`src/rtl/sd_card_cmd_if.sv`:
```
// Command request / confirm bundle between the card sequencers (master)
// and the SD command engine (slave).
interface sd_card_cmd_if;
    logic        i_fast_clk;
    logic        i_send_cmd;
    logic [2:0]  i_cmd_select;
    logic [31:0] i_cmd_arg;
    logic        o_confirm_pin;
    logic [7:0]  o_response_status;
    logic [31:0] o_resp_data;
    logic        o_busy;

    modport master (
        output i_fast_clk, i_send_cmd, i_cmd_select, i_cmd_arg,
        input  o_confirm_pin, o_response_status, o_resp_data, o_busy
    );

    modport slave (
        input  i_fast_clk, i_send_cmd, i_cmd_select, i_cmd_arg,
        output o_confirm_pin, o_response_status, o_resp_data, o_busy
    );
endinterface

```
`src/rtl/sd_card_cmd.sv`:
```
// SPI-mode SD command engine: serialises a 48-bit command frame, hunts for
// the R1 response, decodes it to a status code and optionally collects the
// OCR (CMD58). Two confirm pulses per command: frame sent, response valid.
// Optional build macro SD_CMD_CRC_EN: compute CRC7 over the header while
// shifting; otherwise the tail byte is 0x95 for CMD0 and 0xFF elsewhere.
module sd_card_cmd #(
    parameter int unsigned CLK_DIV_SLOW = 125,
    parameter int unsigned CLK_DIV_FAST = 2,
    parameter int unsigned NCR_MAX      = 8
) (
    input  logic         i_clk,
    input  logic         i_rst_n,
    sd_card_cmd_if.slave cmd,
    output logic         o_sd_sclk,
    output logic         o_sd_mosi,
    input  logic         i_sd_miso
);

    localparam int unsigned DIV_MAX = (CLK_DIV_SLOW > CLK_DIV_FAST) ? CLK_DIV_SLOW : CLK_DIV_FAST;
    localparam int unsigned DIV_W   = $clog2(DIV_MAX + 1);
    localparam int unsigned BYTE_W  = $clog2(NCR_MAX + 1);

    localparam logic [2:0] ST_IDLE   = 3'd0;
    localparam logic [2:0] ST_LOAD   = 3'd1;
    localparam logic [2:0] ST_TX     = 3'd2;
    localparam logic [2:0] ST_HUNT   = 3'd3;
    localparam logic [2:0] ST_DECODE = 3'd4;
    localparam logic [2:0] ST_R3     = 3'd5;
    localparam logic [2:0] ST_TRAIL  = 3'd6;
    localparam logic [2:0] ST_DONE   = 3'd7;

    localparam logic [2:0] SEL_NONE  = 3'd0;
    localparam logic [2:0] SEL_CMD0  = 3'd1;
    localparam logic [2:0] SEL_CMD58 = 3'd6;

    logic [2:0]        state_q, state_d;
    logic [2:0]        sel_q, sel_d;
    logic [31:0]       arg_q, arg_d;
    logic [DIV_W-1:0]  div_q, div_d;
    logic [DIV_W-1:0]  div_cnt_q, div_cnt_d;
    logic              sclk_q, sclk_d;
    logic              mosi_q, mosi_d;
    logic [47:0]       tx_sr_q, tx_sr_d;
    logic [5:0]        bit_cnt_q, bit_cnt_d;
    logic [BYTE_W-1:0] byte_cnt_q, byte_cnt_d;
    logic [7:0]        rx_sr_q, rx_sr_d;
    logic              confirm_q, confirm_d;
    logic [7:0]        status_q, status_d;
    logic [31:0]       resp_q, resp_d;
    logic              busy_q, busy_d;
`ifdef SD_CMD_CRC_EN
    logic [6:0]        crc_q, crc_d;
    logic [6:0]        crc_next_c;
`endif

    logic              shifting_c;
    logic              tick_c;
    logic              rise_c;
    logic              fall_c;
    logic [7:0]        tail_c;
    logic [47:0]       frame_c;

    // Map the 3-bit select to the SD command index.
    function automatic logic [5:0] cmd_index(input logic [2:0] sel);
        logic [5:0] idx;
        case (sel)
            3'd1:    idx = 6'd0;
            3'd2:    idx = 6'd16;
            3'd3:    idx = 6'd17;
            3'd4:    idx = 6'd24;
            3'd5:    idx = 6'd55;
            3'd6:    idx = 6'd58;
            3'd7:    idx = 6'd41;
            default: idx = 6'd0;
        endcase
        return idx;
    endfunction

    // R1 to shared status code; the highest set error bit wins.
    function automatic logic [7:0] r1_to_status(input logic [7:0] r1);
        logic [7:0] s;
        if (r1 == 8'h00)  s = 8'd1;
        else if (r1[6])   s = 8'd3;
        else if (r1[5])   s = 8'd4;
        else if (r1[4])   s = 8'd5;
        else if (r1[3])   s = 8'd6;
        else if (r1[2])   s = 8'd7;
        else if (r1[1])   s = 8'd8;
        else              s = 8'd2;
        return s;
    endfunction

    // SCLK runs only while a frame, response or trailer is being clocked.
    assign shifting_c = (state_q == ST_TX) || (state_q == ST_HUNT) ||
                        (state_q == ST_R3) || (state_q == ST_TRAIL);
    assign tick_c     = shifting_c && (div_cnt_q == div_q - DIV_W'(1));
    assign rise_c     = tick_c && !sclk_q;
    assign fall_c     = tick_c && sclk_q;

    // Default tail byte; with CRC enabled it is replaced after bit 39.
`ifdef SD_CMD_CRC_EN
    assign tail_c     = 8'hFF;
    assign crc_next_c = {crc_q[5:0], 1'b0} ^ ({7{tx_sr_q[47] ^ crc_q[6]}} & 7'h09);
`else
    assign tail_c     = (sel_q == SEL_CMD0) ? 8'h95 : 8'hFF;
`endif
    assign frame_c    = {2'b01, cmd_index(sel_q), arg_q, tail_c};

    // Next-state and datapath update.
    always_comb begin
        state_d    = state_q;
        sel_d      = sel_q;
        arg_d      = arg_q;
        div_d      = div_q;
        div_cnt_d  = div_cnt_q;
        sclk_d     = sclk_q;
        mosi_d     = mosi_q;
        tx_sr_d    = tx_sr_q;
        bit_cnt_d  = bit_cnt_q;
        byte_cnt_d = byte_cnt_q;
        rx_sr_d    = rx_sr_q;
        confirm_d  = 1'b0;
        status_d   = status_q;
        resp_d     = resp_q;
        busy_d     = busy_q;
`ifdef SD_CMD_CRC_EN
        crc_d      = crc_q;
`endif

        if (shifting_c) begin
            if (tick_c) begin
                div_cnt_d = '0;
                sclk_d    = ~sclk_q;
            end else begin
                div_cnt_d = div_cnt_q + DIV_W'(1);
            end
        end else begin
            div_cnt_d = '0;
            sclk_d    = 1'b0;
        end

        case (state_q)
            ST_IDLE: begin
                mosi_d = 1'b1;
                if (cmd.i_send_cmd && (cmd.i_cmd_select != SEL_NONE)) begin
                    sel_d   = cmd.i_cmd_select;
                    arg_d   = cmd.i_cmd_arg;
                    div_d   = cmd.i_fast_clk ? DIV_W'(CLK_DIV_FAST) : DIV_W'(CLK_DIV_SLOW);
                    busy_d  = 1'b1;
                    state_d = ST_LOAD;
                end
            end
            ST_LOAD: begin
                tx_sr_d   = frame_c;
                mosi_d    = frame_c[47];
                bit_cnt_d = '0;
`ifdef SD_CMD_CRC_EN
                crc_d     = '0;
`endif
                state_d   = ST_TX;
            end
            ST_TX: begin
                if (fall_c) begin
                    bit_cnt_d = bit_cnt_q + 6'd1;
                    tx_sr_d   = {tx_sr_q[46:0], 1'b1};
`ifdef SD_CMD_CRC_EN
                    if (bit_cnt_q < 6'd40) crc_d = crc_next_c;
                    if (bit_cnt_q == 6'd39) tx_sr_d[47:40] = {crc_next_c, 1'b1};
`endif
                    mosi_d    = tx_sr_d[47];
                    if (bit_cnt_q == 6'd47) begin
                        mosi_d     = 1'b1;
                        confirm_d  = 1'b1;
                        bit_cnt_d  = '0;
                        byte_cnt_d = '0;
                        state_d    = ST_HUNT;
                    end
                end
            end
            ST_HUNT: begin
                mosi_d = 1'b1;
                if (rise_c) rx_sr_d = {rx_sr_q[6:0], i_sd_miso};
                if (fall_c) begin
                    bit_cnt_d = bit_cnt_q + 6'd1;
                    if (bit_cnt_q == 6'd7) begin
                        bit_cnt_d = '0;
                        if (!rx_sr_q[7]) begin
                            state_d = ST_DECODE;
                        end else if (byte_cnt_q == BYTE_W'(NCR_MAX - 1)) begin
                            status_d = 8'd0;
                            state_d  = ST_TRAIL;
                        end else begin
                            byte_cnt_d = byte_cnt_q + BYTE_W'(1);
                        end
                    end
                end
            end
            ST_DECODE: begin
                status_d = r1_to_status(rx_sr_q);
                if ((sel_q == SEL_CMD58) && ((status_d == 8'd1) || (status_d == 8'd2)))
                    state_d = ST_R3;
                else
                    state_d = ST_TRAIL;
            end
            ST_R3: begin
                mosi_d = 1'b1;
                if (rise_c) resp_d = {resp_q[30:0], i_sd_miso};
                if (fall_c) begin
                    bit_cnt_d = bit_cnt_q + 6'd1;
                    if (bit_cnt_q == 6'd31) begin
                        bit_cnt_d = '0;
                        state_d   = ST_TRAIL;
                    end
                end
            end
            ST_TRAIL: begin
                mosi_d = 1'b1;
                if (fall_c) begin
                    bit_cnt_d = bit_cnt_q + 6'd1;
                    if (bit_cnt_q == 6'd7) begin
                        bit_cnt_d = '0;
                        state_d   = ST_DONE;
                    end
                end
            end
            ST_DONE: begin
                confirm_d = 1'b1;
                busy_d    = 1'b0;
                state_d   = ST_IDLE;
            end
        endcase
    end

    // State and datapath registers.
    always_ff @(posedge i_clk or negedge i_rst_n) begin
        if (!i_rst_n) begin
            state_q    <= ST_IDLE;
            sel_q      <= '0;
            arg_q      <= '0;
            div_q      <= '0;
            div_cnt_q  <= '0;
            sclk_q     <= 1'b0;
            mosi_q     <= 1'b1;
            tx_sr_q    <= '1;
            bit_cnt_q  <= '0;
            byte_cnt_q <= '0;
            rx_sr_q    <= '1;
            confirm_q  <= 1'b0;
            status_q   <= '0;
            resp_q     <= '0;
            busy_q     <= 1'b0;
`ifdef SD_CMD_CRC_EN
            crc_q      <= '0;
`endif
        end else begin
            state_q    <= state_d;
            sel_q      <= sel_d;
            arg_q      <= arg_d;
            div_q      <= div_d;
            div_cnt_q  <= div_cnt_d;
            sclk_q     <= sclk_d;
            mosi_q     <= mosi_d;
            tx_sr_q    <= tx_sr_d;
            bit_cnt_q  <= bit_cnt_d;
            byte_cnt_q <= byte_cnt_d;
            rx_sr_q    <= rx_sr_d;
            confirm_q  <= confirm_d;
            status_q   <= status_d;
            resp_q     <= resp_d;
            busy_q     <= busy_d;
`ifdef SD_CMD_CRC_EN
            crc_q      <= crc_d;
`endif
        end
    end

    assign o_sd_sclk             = sclk_q;
    assign o_sd_mosi             = mosi_q;
    assign cmd.o_confirm_pin     = confirm_q;
    assign cmd.o_response_status = status_q;
    assign cmd.o_resp_data       = resp_q;
    assign cmd.o_busy            = busy_q;

endmodule

```
`src/flat_wrapper.sv`:
```
// flat-port wrapper written by rule: the top's interface ports become plain ports
module sd_card_cmd_flat 
#(
    parameter int unsigned CLK_DIV_SLOW = 125,
    parameter int unsigned CLK_DIV_FAST = 2,
    parameter int unsigned NCR_MAX      = 8
)
  (i_clk, i_rst_n, o_sd_sclk, o_sd_mosi, i_sd_miso, cmd_i_fast_clk, cmd_i_send_cmd, cmd_i_cmd_select, cmd_i_cmd_arg, cmd_o_confirm_pin, cmd_o_response_status, cmd_o_resp_data, cmd_o_busy);
  sd_card_cmd_if cmd_i ();
  input  logic i_clk;
  input  logic i_rst_n;
  output logic o_sd_sclk;
  output logic o_sd_mosi;
  input  logic i_sd_miso;
  input wire logic [$bits(cmd_i.i_fast_clk)-1:0] cmd_i_fast_clk;
  input wire logic [$bits(cmd_i.i_send_cmd)-1:0] cmd_i_send_cmd;
  input wire logic [$bits(cmd_i.i_cmd_select)-1:0] cmd_i_cmd_select;
  input wire logic [$bits(cmd_i.i_cmd_arg)-1:0] cmd_i_cmd_arg;
  output wire logic [$bits(cmd_i.o_confirm_pin)-1:0] cmd_o_confirm_pin;
  output wire logic [$bits(cmd_i.o_response_status)-1:0] cmd_o_response_status;
  output wire logic [$bits(cmd_i.o_resp_data)-1:0] cmd_o_resp_data;
  output wire logic [$bits(cmd_i.o_busy)-1:0] cmd_o_busy;
  assign cmd_i.i_fast_clk = cmd_i_fast_clk;
  assign cmd_i.i_send_cmd = cmd_i_send_cmd;
  assign cmd_i.i_cmd_select = cmd_i_cmd_select;
  assign cmd_i.i_cmd_arg = cmd_i_cmd_arg;
  assign cmd_o_confirm_pin = cmd_i.o_confirm_pin;
  assign cmd_o_response_status = cmd_i.o_response_status;
  assign cmd_o_resp_data = cmd_i.o_resp_data;
  assign cmd_o_busy = cmd_i.o_busy;
  sd_card_cmd #(.CLK_DIV_SLOW(CLK_DIV_SLOW), .CLK_DIV_FAST(CLK_DIV_FAST), .NCR_MAX(NCR_MAX)) u_core (.i_clk(i_clk), .i_rst_n(i_rst_n), .cmd(cmd_i), .o_sd_sclk(o_sd_sclk), .o_sd_mosi(o_sd_mosi), .i_sd_miso(i_sd_miso));
endmodule
```
`config.mk`:
```
export PLATFORM = sky130hd
export DESIGN_NAME = sd_card_cmd_flat
export DESIGN_NICKNAME = d
export VERILOG_FILES = /design/src/rtl/sd_card_cmd_if.sv /design/src/rtl/sd_card_cmd.sv /design/src/flat_wrapper.sv
export SDC_FILE = /design/constraint.sdc
export NUM_CORES = 1
export LEC_CHECK = 0
export ABC_CLOCK_PERIOD_IN_PS = 2600
export CORE_ASPECT_RATIO = 0.9
export CORE_UTILIZATION = 40
export DETAILED_ROUTE_END_ITERATION = 8
export PLACE_DENSITY = 0.72
export SYNTH_ARGS = -nofsm -noshare
export SYNTH_HDL_FRONTEND = slang
export SYNTH_SLANG_ARGS = --single-unit
```
`constraint.sdc`:
```
create_clock -name i_clk -period 2.6 [get_ports i_clk]
set_clock_uncertainty 0.2 [all_clocks]
set_input_delay 0.52 -clock i_clk [delete_from_list [all_inputs] [get_ports i_clk]]
set_output_delay 0.52 -clock i_clk [all_outputs]
set_load 0.005 [all_outputs]
```
Word-level counts from Yosys, hierarchy flattened
Index checks and enable logic that the tools add are counted.
{"block": "classes", "eq_ne": 36, "addsub": 4, "reduce_logical": 31, "muxes": 57, "bitwise_logic": 1}
{"cell": "$pmux 47 s2", "count": 1}
{"cell": "$mux 8", "count": 11}
{"cell": "$mux 47", "count": 1}
{"cell": "$mux 6", "count": 6}
{"cell": "$pmux 6 s6", "count": 1}
{"cell": "$mux 3", "count": 11}
{"cell": "$mux 4", "count": 7}
{"cell": "$mux 7", "count": 4}
{"cell": "$eq 3x3->1 const B", "count": 8}
{"cell": "$pmux 3 s8", "count": 1}
{"cell": "$pmux 6 s4", "count": 1}
{"cell": "$pmux 8 s2", "count": 1}
{"cell": "$ne 2x1->1 const B", "count": 7}
{"cell": "$ne 2x2->1 const B", "count": 7}
{"cell": "$eq 3x2->1 const B", "count": 4}
{"cell": "$reduce_and 2->1", "count": 6}
{"cell": "$reduce_and 10->1", "count": 1}
{"cell": "$eq 8x1->1 const B", "count": 1}
{"cell": "$eq 8x2->1 const B", "count": 1}
{"cell": "$logic_not 8->1", "count": 1}
{"cell": "$pmux 4 s2", "count": 1}
{"cell": "$reduce_bool 2->1", "count": 4}
{"cell": "$add 7x1->7 const B", "count": 1}
{"cell": "$eq 7x7->1", "count": 1}
{"cell": "25 further kinds", "count": 41}
{"block": "totals", "register_bits": 161, "wordCells": 144, "inputBits": 40, "output_inout_bits": 44}

Depth between registers and ports, before layout
Gate-level depths: netlist (run 1).
{"block": "logic_depth", "word_depth": 13, "ltp_mapped": 9, "depth_no_buf": 8}

Worst setup path after synthesis (run 1)
No wires, ideal clock.
{"block": "synth_timing", "path_kind": "register to register", "from": "register u_core.div_q[5]", "to": "register u_core.resp_q[12], in the netlist u_core.cmd.o_resp_data[12]", "path_slack_ps": 60, "t_required_ps": 2275, "setup_time_ps": 125, "t_arrival_ps": 2215, "n_path_buf": 2, "stages_incl_launch_ff": 10, "period_less_slack_ps": 2540, "cell_sequence": "dfrtp_1 > inv_1 > ha_1 > xnor2_1 > o2111ai_2 > or2_1 > buf_2 > nor3_4 > buf_6 > mux2_2"}
{"block": "synth_between", "elab_chain_cells": 5}
{"element": "from (decl)", "line": "sd_card_cmd.sv:39", "source": "logic [DIV_W-1:0] div_q, div_d;"}
{"element": "from (signal assigned)", "line": "sd_card_cmd.sv:259", "source": "div_q <= div_d;"}
{"element": "$sub 7x1->7", "line": "sd_card_cmd.sv:96", "source": "assign tick_c = shifting_c && (div_cnt_q == div_q - DIV_W'(1));"}
{"element": "$eq 7x7->1", "line": "sd_card_cmd.sv:96"}
{"element": "$logic_and 1x1->1", "line": "sd_card_cmd.sv:96"}
{"element": "$logic_and 1x1->1", "line": "sd_card_cmd.sv:97", "source": "assign rise_c = tick_c && !sclk_q;"}
{"element": "$reduce_and 2->1 (no line)"}
{"element": "to (signal assigned)", "line": "sd_card_cmd.sv:269", "source": "resp_q <= resp_d;"}
{"element": "to (decl)", "line": "sd_card_cmd.sv:49", "source": "logic [31:0] resp_q, resp_d;"}
No other way between the ends.
A chain may end at the register's enable or synchronous reset.

Worst setup path after layout (run 1)
{"block": "layout_timing", "from": "register u_core.div_q[5]", "to": "register u_core.byte_cnt_q[0]"}
{"block": "layout_between", "elab_chain_cells": 6, "word_cells_on_any_way": 7, "cone_classes": "1 x add/sub; 3 x eq/ne; 3 x reduce/logical"}
{"element": "$sub 7x1->7 *", "line": "sd_card_cmd.sv:96"}
{"element": "$eq 7x7->1 *", "line": "sd_card_cmd.sv:96"}
{"element": "$logic_and 1x1->1 *", "line": "sd_card_cmd.sv:96"}
{"element": "$logic_and 1x1->1 *", "line": "sd_card_cmd.sv:98", "source": "assign fall_c = tick_c && sclk_q;"}
{"element": "$ne 2x1->1 (no line)"}
{"element": "$reduce_and 7->1 (no line) *"}
{"element": "to (signal assigned)", "line": "sd_card_cmd.sv:265", "source": "byte_cnt_q <= byte_cnt_d;"}
{"element": "to (decl)", "line": "sd_card_cmd.sv:45", "source": "logic [BYTE_W-1:0] byte_cnt_q, byte_cnt_d;"}
Mark *: on every way between the ends. The rest lies on a longest branch, timed or not.

==> run metrics, run 1 <==
status finished, final reports clean; CP startpoint kind flop; Slew headroom 58.8%; Post-synth EDFFs 0; vias in the first global route 4986; placed wire-length estimate between 9 and 10 mm; pin count of the biggest net entering global routing slightly above 80; initial antenna violation count 0; clk root buf clkbuf_16; routed vias/inst between 5 and 6; I/O Buffers just under 80; WL per Instance between 15 and 20 um; Pint around 4.0 mW; sequential area share after synthesis a little under three fifths; Flop pwr share between 40% and 50%; Iter 0 DRT Violations between 300 and 400; clock tree buffer depth 2; Worst-path clk slew 0.06 ns; H-tree depth 4; Util after Layout between 50% and 60%; leak pwr 3.63 nW; share of the clock period used by the worst path after layout 95.8%; share of synthesized registers carrying an async set or reset 100%; minimum hold slack about 0.28 ns; Final nets about 730; WL final 14.3 mm; count of final max-slew check failures 0; YS warnings 0; Yosys reg bits between 150 and 200; grt ovf 0; Syn-to-layout area delta 26.3%; Antenna Diode Count 0; CTS Buf Count 17; # setup viols final 0; Fmax achieved ~0.4 GHz; Tmin final 2.49 ns; endpoints failing hold 0; Pre-Repair DR Iteration Count 5; Setup TNS 0 ns; Filler cells between 1k and 1.5k; mean post-synth cell area 11.5 um2; area of the multi-input gates 2870 um2; Crit. End Element flop; post-synthesis cell area just under 7000 um2; Peak supply drop ~0.52 mV; CP max FO 6; worst hold path class flop to flop; I/O pin total 84; RSZ-0062 raised after global routing no; share of cells above drive strength 1 about 28%; DR vias roughly 4.8k; Synth cell types between 60 and 70; cell row count 45; CP required between 2 and 3 ns; Initial Util about 41%; Final WS setup 0.109 ns; Antenna Violating Nets Remaining 0; first-pass GRT wire length between 20 and 25 mm; clock network power share 50.4%; RePlAce Congestion 0.905; R2R cell count 9; CP Class flop to flop; total core area 16800 um2; Die Y roughly 130 um; prevailing post-synth register cell dfrtp_1; Skew-Pair Late Insertion Delay ~0.43 ns; Sink Count between 150 and 200; CTS tree built; pwr dens around 570 nW/um2; sw frac roughly a fifth; Slew @ Worst Pin a little over 0.6 ns; register area a little under 4000 um2; combinational share of power about 2.3%; Syn Inst Count roughly 600; Max Cap Viol 0; DP Worst Slack about 0.023 ns; Die Span X 140 um; hold depth 2; overall global routing resource usage about 18%; sw power between 1 and 1.5 mW; DRC 0; die area 17700 um2; critical path arrival roughly 2.6 ns
[power by group through the flow]
stage | Combinational (mW) | Sequential, mW | Clock [mW]
6_report | 0.115 | 2.35 | 2.51
3_5_place_dp | 0.118 | 2.39 | 0
3_3_place_gp | 0.114 | 2.39 | 0
4_1_cts | 0.119 | 2.35 | 2.57
5_1_grt | 0.130 | 2.35 | 2.68
2_1_floorplan | 0.00612 | 2.39 | 0
[cells by family (layout without fill, tap and decap cells)]
logic type / count (synthesis) / count (layout) / synth area share (%)
AND/OR/NAND/NOR: 150 / 150 / 10.5
buffers and inverters: 45 / 146 / 3.11
flip-flops: 151 / 151 / 56.0
adder cells (fa/ha/maj): 4 / 4 / 0.728
XOR/XNOR: 12 / 12 / 1.53
multiplexers: 107 / 107 / 17.0
other: 1 / 4 / 0.0546
AO/OA/AOI/OAI: 126 / 126 / 11.1
[state kept, by name, summed over array words and instances (netlist names), 3 cells and up]
register	cells
u_core.cmd.o_response_status	4
u_core.tx_sr_q	46
u_core.rx_sr_q	8
u_core.sel_q	3
u_core.bit_cnt_q	6
u_core.cmd.o_resp_data	32
u_core.state_q	3
u_core.byte_cnt_q	4
u_core.div_cnt_q	7
u_core.arg_q	32
[timing repair]
action,CTS,global route
resized for setup,1,6
endpoints found under the hold margin,31,0
hold buffers,1,0
buffers inserted,0,3
endpoints found under the setup margin,3,12
pin swaps,0,1
[metrics by stage]
step / std cells / power, mW / area, um2
final: 911 / 4.98 / 8680
after global routing: 911 / 5.17 / 8680
after CTS: 908 / 5.04 / 8620
after detailed placement: 875 / 2.51 / 8000
after global placement: 875 / 2.51 / 8000
after floorplan: 599 / 2.40 / 6880
[cells in the mapped netlist (2+ instances only)]
master	number	area share [%]
xnor2_1	2	0.26
o21a_1	2	0.22
nor2_1	38	2.1
nor2b_1	2	0.18
a31oi_1	4	0.36
nand3_1	7	0.51
o21ai_1	3	0.22
and3_1	5	0.46
ha_1	4	0.73
a21oi_1	19	1.4
a2bb2oi_1	4	0.51
a32o_1	2	0.29
dfrtp_1	96	35
buf_4	4	0.44
a211o_1	3	0.38
and2_1	6	0.55
dfstp_2	55	21
mux2_1	3	0.49
or2_2	2	0.18
a211oi_1	3	0.33
o31ai_1	2	0.22
o22ai_1	7	0.64
a22o_1	3	0.38
nor3_1	4	0.29
clkbuf_1	19	1.0
inv_1	11	0.60
xor2_1	10	1.3
nand4_1	3	0.27
buf_2	6	0.44
mux2i_1	32	4.7
nand2_1	64	3.5
nor4_1	4	0.36
mux2_2	72	12
buf_6	3	0.49
nor3_4	2	0.47
nand3b_1	2	0.22
o21ai_0	62	4.5
[final timing paths]
path,start,slack (ns),endpoint
max,u_core.div_q[5],0.11,u_core.byte_cnt_q[0]
min,u_core.tx_sr_q[42],0.28,u_core.tx_sr_q[42]
max reg2reg,u_core.div_q[5],0.11,u_core.byte_cnt_q[0]
min in group asynchronous,i_rst_n,0.46,u_core.arg_q[13]
max in group asynchronous,i_rst_n,1.00,u_core.tx_sr_q[1]
min reg2reg,u_core.tx_sr_q[42],0.28,u_core.tx_sr_q[42]
[area by class of cell]
type / instances / area share, %
Clock buffer: 23 / 5.75
Clock inverter: 9 / 1.28
Inverter: 12 / 0.519
Multi-Input combinational cell: 403 / 33.0
Sequential cell: 151 / 44.3
Tap cell: 211 / 3.04
Timing Repair Buffer: 102 / 12.0
[metal layers]
| metal | GRT usage (%) | vias up | routed length [um] |
|---|---|---|---|
| met3 | 5.25 | 25 | 653 |
| met4 | 6.33 | 0 | 245 |
| li1 | - | 2292 | - |
| met1 | 22.7 | 2367 | 6500 |
| met5 | 0 | - | 0 |
| met2 | 28.6 | 128 | 6940 |
[critical path: stages, from the launching register on]
cell and delay (ns):
dfrtp_1 0.37, inv_1 0.05, ha_1 0.30, xnor2_1 0.18, o2111ai_2 0.16, buf_4 0.19
nor4_4 0.24, buf_4 0.18, and2_1 0.17, mux2_2 0.34
[cell usage in the layout (no fill, tap or decap), types with 6 or more instances in the layout]
cell type | netlist | layout
xor2_1 | 10 | 10
clkbuf_16 | 0 | 18
mux2_2 | 72 | 72
o21ai_0 | 62 | 62
buf_12 | 0 | 6
dfstp_2 | 55 | 55
buf_4 | 4 | 16
mux2i_1 | 32 | 32
a21oi_1 | 19 | 18
clkdlybuf4s50_1 | 0 | 78
inv_1 | 11 | 11
o22ai_1 | 7 | 7
nor2_1 | 38 | 37
dfrtp_1 | 96 | 96
nand3_1 | 7 | 7
nand2_1 | 64 | 63
Power figures use the tool's default switching activity.
==> inputs of run 2 (changes only) <==
- DONT_BUFFER_PORTS: default -> 1
- PLACE_DENSITY: 0.72 -> 0.65
==> run 2 against run 1 <==
  * The flow now finishes with violations (negative hold slack)
  * Via count fell by 5.8%
  * Non-clock buffer count down 80
  * Cell area decreased by 9.6%
  * Sequential share of layout area is 4.7 points higher
  * First-iteration DRC count down 29%
  * Die area did not move
  * Sequential power hardly changed
  * Setup slack lost 0.0020 ns
  * Critical endpoint is now u_core.cmd.o_resp_data[21]
  * Highest routed layer unchanged
==> run metrics, run 2 (same netlist as run 1, synthesis figures left out) <==
status finished with violations; failing checks negative hold slack; routed vias/inst 5.46 (+3.3%); Skew-Pair Late Insertion Delay 0.42 ns (about the same); CP max FO 32 (+26); Iter 0 DRT Violations 256 (-29%); minimum hold slack -0.405 ns (-0.680 ns); count of final max-slew check failures 0 (unchanged); Fmax achieved 0.401 GHz (about the same); Max Cap Viol 0 (unchanged); Crit. End Element flop; Pre-Repair DR Iteration Count 5 (unchanged); Util after Layout 46.6% (-5.0 points); placed wire-length estimate 9.05 mm (-5.2%); I/O pin total 84 (unchanged); pwr dens 630 nW/um2 (+9.7%); share of cells above drive strength 1 30.8% (+2.7 points); die area 17700 um2 (unchanged); CP startpoint kind flop; Antenna Violating Nets Remaining 0 (unchanged); leak pwr 3.33 nW (-8.1%); overall global routing resource usage 16.3% (-1.4 points); Slew headroom 61.1% (+2.4 points); Initial Util 40.8% (unchanged); CTS tree built; Slew @ Worst Pin 0.581 ns (-0.0378 ns); Antenna Diode Count 0 (unchanged); Post-CTS Setup Bufs 0 (unchanged); Die Y 126 um (unchanged); Peak supply drop 0.440 mV (-16%); Final nets 651 (-11%); I/O Buffers 0 (-100%); Die Span X 140 um (unchanged); hold-fix buffer count after cts 1 (unchanged); DRC 0 (unchanged); Setup TNS 0 ns (unchanged); number of flip-flops under the largest register name 46 (unchanged); initial antenna violation count 0 (unchanged); # setup viols final 0 (unchanged); total core area 16800 um2 (unchanged); WL final 13.5 mm (-5.5%); Biggest register u_core.tx_sr_q; Inst Count DP 798 (-8.8%); Worst-path clk slew 0.06 ns (about the same); CP required 2.70 ns (about the same); Final WS setup 0.107 ns (-0.00201 ns); commonest non-fill, non-tap cell in the layout dfrtp_1; worst hold path class input port to asynchronous set/reset pin; cell row count 45 (unchanged); Tmin final 2.49 ns (+0.00201 ns); pin count of the biggest net entering global routing 152 (+83%); H-tree depth 4 (unchanged); clk root buf clkbuf_16; clock tree buffer depth 2 (unchanged); CP Class flop to flop; fin cells 831 (-8.8%); first-pass GRT wire length 22.9 mm (-8.0%); critical path arrival 2.59 ns (about the same); DP Worst Slack 0.0972 ns (+0.0744 ns); Syn-to-layout area delta 14.1%; endpoints failing hold 151 (+151); vias in the first global route 4642 (-6.9%); DR vias 4534 (-5.8%); WL per Instance 16.3 um (+3.6%); CTS Buf Count 17 (unchanged); RSZ-0062 raised after global routing yes; most frequent cells in the layout 96 x dfrtp_1, 72 x mux2_2, 63 x nand2_1, 62 x o21ai_0, 55 x dfstp_2; Sink Count 151 (unchanged); RePlAce Congestion 0.829 (-8.4%); share of the clock period used by the worst path after layout 95.9% (about the same); grt ovf 0 (unchanged)
## run 2: cell count changes in the layout (fill, tap and decap cells not counted), sizes merged
cell,before,now
clkinvlp,3,1
bufinv,2,4
clkdlybuf4s50,78,0
clkbuf,23,20
buf,23,21
clkinv,3,6
## run 2: routing by layer
metal	GRT usage (%)	share of wire, %	up-vias
met5	0	0	-
met1	21.2	45	2268
met3	5.51	5.5	9
li1	-	-	2140
met4	5.75	1.0	0
met2	25.6	48	117
## run 2: final timing paths
check                      cells after the start           startpoint                          to  slack, ns
setup / recovery                               8      u_core.div_q[5]  u_core.cmd.o_resp_data[21]       0.11
hold / removal                                 0              i_rst_n            u_core.arg_q[15]      -0.40
setup reg to reg                               8      u_core.div_q[5]  u_core.cmd.o_resp_data[21]       0.11
hold reg to reg                                2   u_core.tx_sr_q[36]          u_core.tx_sr_q[36]       0.28
max in group asynchronous                      0              i_rst_n          u_core.tx_sr_q[35]       2.36
min in group i_clk                             2  cmd_i_cmd_select[0]             u_core.sel_q[0]       0.03
## run 2: power breakdown
part | total [mW] | internal, mW | leakage (nW) | switching, mW
logic | 0.00314 | 0.00151 | 1.15 | 0.00163
registers | 2.35 | 2.35 | 1.88 | 0
clock network | 2.58 | 1.61 | 0.299 | 0.972
## run 2: critical path, cell delays in order (launching register included)
cell       delay [ns]
dfrtp_1          0.34
inv_1            0.04
ha_1             0.29
xnor2_1          0.19
o2111ai_2        0.15
or2_1            0.36
nor3_4           0.19
buf_12           0.22
mux2_2           0.36
## run 2: cell type report
cell class	instances	area, um2
Fill cell	1483	8990
Sequential cell	151	3850
Multi-Input combinational cell	403	2840
Clock buffer	20	437
Tap cell	211	264
Timing Repair Buffer	22	230
Clock inverter	12	178
Inverter	12	45.0
## run 2: metrics by stage
step | cell area (um2) | total power, mW
final | 7840 | 4.94
after global routing | 7840 | 5.10
after CTS | 7830 | 5.00
after detailed placement | 7210 | 2.40
after global placement | 7210 | 2.40
after floorplan | 6880 | 2.40
## run 2: repair_timing
item | in CTS | in global routing
endpoints found under the hold margin | 152 | 151
gates resized for setup | 0 | 2
setup endpoints to repair | 0 | 6
